`config.mk`:
```
export PLATFORM = sky130hd
export DESIGN_NAME = muldiv_sequencer
export DESIGN_NICKNAME = d
export VERILOG_FILES = /design/src/rtl/muldiv_sequencer.sv
export SDC_FILE = /design/constraint.sdc
export NUM_CORES = 1
export LEC_CHECK = 0
export CAP_MARGIN = 20
export CORE_MARGIN = 3
export CORE_UTILIZATION = 35
export DETAILED_ROUTE_END_ITERATION = 10
export GPL_TIMING_DRIVEN = 0
export PLACE_DENSITY = 0.58
export SLEW_MARGIN = 10
export SYNTH_ARGS = -nofsm -noshare
export SYNTH_HDL_FRONTEND = slang
export SYNTH_SLANG_ARGS = --single-unit
```
`constraint.sdc`:
```
create_clock -name clk -period 5.9 [get_ports clk]
set_clock_uncertainty 0.1 [all_clocks]
set_input_delay 1.18 -clock clk [delete_from_list [all_inputs] [get_ports clk]]
set_output_delay 1.18 -clock clk [all_outputs]
set_load 0.01 [all_outputs]
```
`src/rtl/muldiv_sequencer.sv`:
```
// ============================================================================
// Module   : muldiv_sequencer
// Brief    : Iterative 33-cycle multiply/divide unit owning the HI/LO registers.
// Revision : 1.0
// ============================================================================
`default_nettype none

module muldiv_sequencer #(
    parameter int WIDTH = 32,
    parameter int CNT_W = 6
) (
    input  logic             clk,
    input  logic             reset,
    input  logic             startE,
    input  logic [1:0]       opE,
    input  logic [WIDTH-1:0] SrcAE,
    input  logic [WIDTH-1:0] SrcBE,
    input  logic             mthiE,
    input  logic             mtloE,
    input  logic             hiloReadD,
    input  logic             muldivD,
    output logic [WIDTH-1:0] hi,
    output logic [WIDTH-1:0] lo,
    output logic             busy,
    output logic             done,
    output logic             stallMD
);

    typedef enum logic [1:0] {
        S_IDLE = 2'd0,
        S_RUN  = 2'd1,
        S_FIX  = 2'd2
    } state_t;

    state_t               r_state;
    state_t               w_state_nxt;
    logic [CNT_W-1:0]     r_cnt;
    logic [2*WIDTH-1:0]   r_acc;
    logic [WIDTH-1:0]     r_b;
    logic [WIDTH-1:0]     r_hi;
    logic [WIDTH-1:0]     r_lo;
    logic                 r_isdiv;
    logic                 r_negq;
    logic                 r_negr;
    logic                 r_done;

    logic                 w_signA;
    logic                 w_signB;
    logic [WIDTH-1:0]     w_absA;
    logic [WIDTH-1:0]     w_absB;
    logic                 w_last;
    logic [WIDTH:0]       w_sum;
    logic [2*WIDTH-1:0]   w_mul_nxt;
    logic [WIDTH:0]       w_shift;
    logic [WIDTH:0]       w_trial;
    logic [2*WIDTH-1:0]   w_div_nxt;
    logic [2*WIDTH-1:0]   w_prod;

    assign w_signA = ~opE[0] & SrcAE[WIDTH-1];
    assign w_signB = ~opE[0] & SrcBE[WIDTH-1];
    assign w_absA  = w_signA ? -SrcAE : SrcAE;
    assign w_absB  = w_signB ? -SrcBE : SrcBE;
    assign w_last  = (r_cnt == CNT_W'(WIDTH - 1));

    // Multiply: {carry, upper half} absorbs the addend, then the whole accumulator shifts right.
    assign w_sum     = {1'b0, r_acc[2*WIDTH-1:WIDTH]} + {1'b0, (r_acc[0] ? r_b : {WIDTH{1'b0}})};
    assign w_mul_nxt = {w_sum, r_acc[WIDTH-1:1]};

    // Divide: upper half is the partial remainder, lower half shifts dividend out / quotient in.
    assign w_shift   = {r_acc[2*WIDTH-1:WIDTH], r_acc[WIDTH-1]};
    assign w_trial   = w_shift - {1'b0, r_b};
    assign w_div_nxt = w_trial[WIDTH] ? {w_shift[WIDTH-1:0], r_acc[WIDTH-2:0], 1'b0}
                                      : {w_trial[WIDTH-1:0], r_acc[WIDTH-2:0], 1'b1};

    assign w_prod = r_negq ? -r_acc : r_acc;

    always_ff @(posedge clk or posedge reset) begin
        if (reset) r_state <= S_IDLE;
        else       r_state <= w_state_nxt;
    end

    always_comb begin
        w_state_nxt = r_state;
        case (r_state)
            S_IDLE:  if (startE) w_state_nxt = S_RUN;
            S_RUN:   if (w_last) w_state_nxt = S_FIX;
            S_FIX:   w_state_nxt = S_IDLE;
            default: w_state_nxt = S_IDLE;
        endcase
    end

    always_ff @(posedge clk or posedge reset) begin
        if (reset) begin
            r_cnt   <= '0;
            r_acc   <= '0;
            r_b     <= '0;
            r_hi    <= '0;
            r_lo    <= '0;
            r_isdiv <= 1'b0;
            r_negq  <= 1'b0;
            r_negr  <= 1'b0;
            r_done  <= 1'b0;
        end else begin
            r_done <= (r_state == S_FIX);
            case (r_state)
                S_IDLE: begin
                    r_cnt <= '0;
                    if (startE) begin
                        r_isdiv <= opE[1];
                        r_negq  <= w_signA ^ w_signB;
                        r_negr  <= w_signA;
                        r_acc   <= {{WIDTH{1'b0}}, (opE[1] ? w_absA : w_absB)};
                        r_b     <= opE[1] ? w_absB : w_absA;
                    end else begin
                        if (mthiE) r_hi <= SrcAE;
                        if (mtloE) r_lo <= SrcAE;
                    end
                end
                S_RUN: begin
                    r_cnt <= r_cnt + 1'b1;
                    r_acc <= r_isdiv ? w_div_nxt : w_mul_nxt;
                end
                S_FIX: begin
                    r_cnt <= '0;
                    if (r_isdiv) begin
                        r_lo <= r_negq ? -r_acc[WIDTH-1:0] : r_acc[WIDTH-1:0];
                        r_hi <= r_negr ? -r_acc[2*WIDTH-1:WIDTH] : r_acc[2*WIDTH-1:WIDTH];
                    end else begin
                        r_hi <= w_prod[2*WIDTH-1:WIDTH];
                        r_lo <= w_prod[WIDTH-1:0];
                    end
                end
                default: r_cnt <= '0;
            endcase
        end
    end

    assign hi      = r_hi;
    assign lo      = r_lo;
    assign busy    = (r_state != S_IDLE);
    assign done    = r_done;
    assign stallMD = busy & (hiloReadD | muldivD);

endmodule

`default_nettype wire

```
Word-level counts from Yosys, hierarchy flattened:

Index checks and enable logic that the tools add are counted.

* output and inout port bits: 67
* register bits after elaboration: 172
* word-level logic and storage cells: 65
* bits of input ports: 73

* reductions and logical operators: 9
* bitwise operators: 6
* $add $sub $neg: 8
* muxes and demuxes: 24
* equal/unequal tests: 8

Operator list (number)
* $mux 32: 13
* $mux 64: 4
* $neg 32->32: 4
* $pmux 32 s2: 2
* $pmux 64 s2: 1
* $neg 64->64: 1
* $add 32x32->33: 1
* $sub 33x32->33: 1
* $ne 2x2->1 const B: 5
* $add 6x1->6 const B: 1
* $eq 6x5->1 const B: 1
* $mux 6: 1
* $reduce_and 2->1: 3
* $reduce_and 3->1: 2
* $reduce_bool 2->1: 3
* $mux 2: 2
* $pmux 2 s2: 1
* $and 1x1->1: 3
* $eq 2x1->1 const B: 1
* $eq 2x2->1 const B: 1
* $logic_not 2->1: 1
* $not 1->1: 1
* $or 1x1->1: 1
* $xor 1x1->1: 1

Longest topological paths before layout:

* depth after elaboration: 6
* mapped depth: 15
* depth with buffers taken out: 14

Worst setup path before layout:

No wires, ideal clock.

* path kind: input to register
* start point: input SrcAE[11]
* end point: register r_acc[30]
* setup time: 0.137 ns
* path buffers: 0
* stages: 10
* required time: 5.663 ns
* slack: 1.762 ns
* arrival: 3.901 ns
* cell sequence: or4_4 > or4_4 > nor3b_4 > nand3_2 > or4_1 > o41a_1 > xor2_1 > or2_1 > a221oi_2 > a21oi_1

* word-level cells in the longest chain between the ends: 5

RTL lines
* start: declaration: line 16 `input logic [WIDTH-1:0] SrcAE,`
* $neg 32->32: line 61 `assign w_absA = w_signA ? -SrcAE : SrcAE;`
* $mux 32: line 61
* $mux 32: line 112 `r_acc <= {{WIDTH{1'b0}}, (opE[1] ? w_absA : w_absB)};`
* $mux 64: line 108 `if (startE) begin`
* $pmux 64 s2: line 105 `case (r_state)`
* end signal: assignment: line 112
* end signal: assignment: line 121 `r_acc <= r_isdiv ? w_div_nxt : w_mul_nxt;`
* end: declaration: line 38 `logic [2*WIDTH-1:0] r_acc;`

No other way between the ends. The select of a mux whose other input is x is not followed.
A chain may end at the register's enable or synchronous reset.

Final worst setup path:

* start point: input SrcAE[0]
* end point: register r_b[29]

* word-level cells in the longest chain between the ends: 3

RTL lines
* $neg 32->32: line 61
* $mux 32: line 61
* $mux 32: line 113 `r_b <= opE[1] ? w_absB : w_absA;`
* end signal: assignment: line 113
* end: declaration: line 39 `logic [WIDTH-1:0] r_b;`

No other way between the ends.

==> impl_metrics.ini <==
[outcome]
status = complete, no violations

[clock_tree]
cts_root_buffer = clkbuf_16
clk_pin_slew_ns = 0.07
cts-resized-gates = 0
htreeDepth = 4
cts_buffer_depth = 2
cts_setup_buffers = 0
clk_latency_ns = 0.45
cts-buffers-inserted = 17
hold_buffers = 0
tritoncts = done
clock-sinks = 172

[global_routing]
grt_use_total_pct = 25.8
grt_overflow = 0
grt_pass1_vias = 14100
grt_max_degree = 37
grt_pass1_wl_mm = 87.1
antenna_found_initial = 0

[routing]
dr.pass1.iters = 6
wl_per_cell_microns = 23.0
wl_mm = 57.3
drt_iter0_markers = 1547
vias = 15000
ant_nets = 0
drc = 0
vias_per_cell = 6.02

[layout]
final_cells = 2485
area_growth_pct = 18.7
final_area_sq_mm = 0.0170
nets = 2090
drive_above_1_share_pct = 2.76
fillers = 4101

[worst_setup_path]
path_cells = clkdlybuf4s50_1 -> nor3_1 -> or4b_1 -> clkbuf_1 -> nor4b_1 -> nand2_1 -> nor4_1 -> a21oi_1 -> xor2_1 -> o21ai_0 -> o21ai_0
path_class = in -> reg
critical_path.max_stage_delay_ns = 0.96
worstPathArrival_ns = 5.39
crit_fanout = 7
worstPathRequired_ns = 6.11
critPathSlowestCell = nor4b_1
crit_path_start_kind = input pin
end_kind = register
crit_path_frequent_cell = o21ai_0

[place]
placedCellCount = 2452
place_ws_ns = 0.383
numPortBuffers = 135
placed_area_sq_mm = 0.0164
dp_hpwl_mm = 45.9
gp_congestion = 0.952

[sta]
period_minus_slack_ns = 5.18
fmax_mhz = 193
finalSetupTns_ns = 0
setup_slack_ns = 0.721
max_slew_margin_pct = 25.6
rsz0062_at_grt = false
finalSetupViolations = 0
fin_crit_sh_pct = 87.8
final-hold-violation-count = 0
worst_slew_pin_slew_ns = 1.11
finalMaxSlewViolations = 0

[run]
cap_violations = 0

[power]
switching_share_pct = 50.3
power_switching_mw = 5.56
p_int_mw = 5.49
power_frac_comb_pct = 67.2
leakagePower_nw = 6.91
vdd_ir_drop_max_mv = 0.332
pwr-share-clk_pct = 10.3
pwr-share-seq_pct = 22.6
powerDensity_mw_per_mm2 = 650

[hold_path]
hold_path.class = reg -> reg

[yosys]
ys_warn_count = 0
avgSynthCellArea_sq_um = 8.01
synth_edf_count = 0
ys_types = 69
yosys_most_used_dff = dfrtp_1
ys_seq_area_share_pct = 30.1
ys_async_sr_fraction_pct = 100
syn-cell-area_sq_mm = 0.0143
syn_inst = 1787
synth-seq-cells = 172
syn-num-nets = 1931

[floorplan]
dieHeight_microns = 208
io_pins = 140
core_sq_mm = 0.0401
die_area_sq_mm = 0.0434
rows = 73
die_x_microns = 208
start_util_pct = 35.7
Yosys cell counts, types with 15 or more instances:
master,number,area [sq um]
dfrtp_1,172,4300
xor2_1,90,788
ha_1,69,863
o21ai_0,211,1060
clkbuf_1,99,372
xnor2_1,89,780
nand3_1,30,150
o211ai_1,37,278
inv_1,68,255
nand2_1,155,582
a21o_1,23,173
nor2b_1,30,188
nor2_1,138,518
a22oi_1,89,668
or4_1,15,113
nor4_1,19,119
nor3_1,39,195
o31ai_1,18,135
a31oi_1,22,138
a211oi_1,31,233
a21oi_1,134,671
mux2i_1,56,561
worst paths after layout:
check,startpoint,endpoint,slack [ns],cells after the start
worst max-delay path,SrcAE[0],r_b[29]$_DFFE_PP0P_,0.72,11
min in group asynchronous,reset,r_acc[38]$_DFFE_PP0P_,1.03,2
worst max register to register,r_acc[31]$_DFFE_PP0P_,r_acc[61]$_DFFE_PP0P_,1.01,15
worst min-delay path,r_cnt[0]$_DFF_PP0_,r_cnt[0]$_DFF_PP0_,0.37,1
worst min register to register,r_cnt[0]$_DFF_PP0_,r_cnt[0]$_DFF_PP0_,0.37,1
max in group asynchronous,reset,hi[23]$_DFFE_PP0P_,3.84,4
worst max-delay path: cells and delay by family:
kind / cells / cell delay, ns
compound gates: 3 / 0.55
xor+xnor: 1 / 0.20
buf+inv: 2 / 0.88
simple gates: 5 / 2.57
cells in the final DEF, fill, tap and decap left out, types with 5 or more instances in the layout:
cell type,instances
xnor2_1,89
o21ai_0,211
dfrtp_1,172
o21bai_1,8
o41ai_1,11
or4_1,15
nand2_1,155
nor4_1,19
and2_1,7
o31ai_1,18
inv_1,67
clkdlybuf4s50_1,135
a211oi_1,31
a22oi_1,89
nor2b_1,30
nand4_1,9
nor2_1,138
buf_1,10
nand3_1,30
nor3_1,39
nand2b_1,14
o211ai_1,37
clkinvlp_4,5
or3_1,8
and3_1,8
o221ai_1,5
clkbuf_16,17
a31oi_1,22
xor2_1,90
buf_12,5
mux2i_1,56
a21o_1,23
o21a_1,12
clkbuf_1,99
a21oi_1,134
ha_1,69
power groups by stage:
| stage | Combinational (mW) | Sequential, mW | Clock [mW] |
|---|---|---|---|
| 2_1_floorplan | 5.14 | 2.34 | 0 |
| 3_3_place_gp | 7.23 | 2.48 | 0 |
| 3_5_place_dp | 7.32 | 2.49 | 0 |
| 4_1_cts | 7.36 | 2.47 | 1.15 |
| 5_1_grt | 8.22 | 2.57 | 1.19 |
| 6_report | 7.42 | 2.49 | 1.14 |
stage by stage:
stage / utilization, % / power [mW] / hold slack (ns)
finish: 42.4 / 11.1 / 0.367
CTS: 42.4 / 11.0 / 0.373
global route: 42.4 / 12.0 / 0.402
floorplan: - / 7.48 / 0.333
global placement: 40.7 / 9.71 / 0.358
detailed placement: 41.0 / 9.80 / 0.363
sequential cells by signal, indices dropped and copies added (netlist names):
| signal | count |
|---|---|
| r_state | 2 |
| lo | 32 |
| r_cnt | 6 |
| r_negr | 1 |
| r_acc | 64 |
| done | 1 |
| r_b | 32 |
| r_negq | 1 |
| r_isdiv | 1 |
| hi | 32 |
layout make-up:
cell class                      count  area, sq um  share of cell area, %
Clock buffer                       17          425                   2.50
Inverter                           68          259                   1.52
Tap cell                          525          657                   3.87
Sequential cell                   172         4300                   25.3
Buffer                            113          429                   2.53
Antenna cell                        1         2.50                 0.0147
Clock inverter                     15          133                  0.781
Timing Repair Buffer              140         1450                   8.54
Multi-Input combinational cell   1434         9330                   54.9
layer usage:
metal / GRT usage, % / part of all wire (%)
met1: 38.8 / 47
met2: 37.6 / 42
met5: 0 / 0
met4: 6.95 / 2.2
met3: 4.92 / 8.3
logic make-up (layout without fill, tap and decap cells):
kind of cell,after synthesis,count (layout),share of synthesized area (%)
compound gates,634,634,27.5
xor+xnor,179,179,10.9
fa+ha+maj,71,71,6.31
buf+inv,181,353,4.78
flops,172,172,30.1
mux,59,59,4.15
other cells,0,1,0
simple gates,491,491,16.2
(Power assumes the default switching activity.)
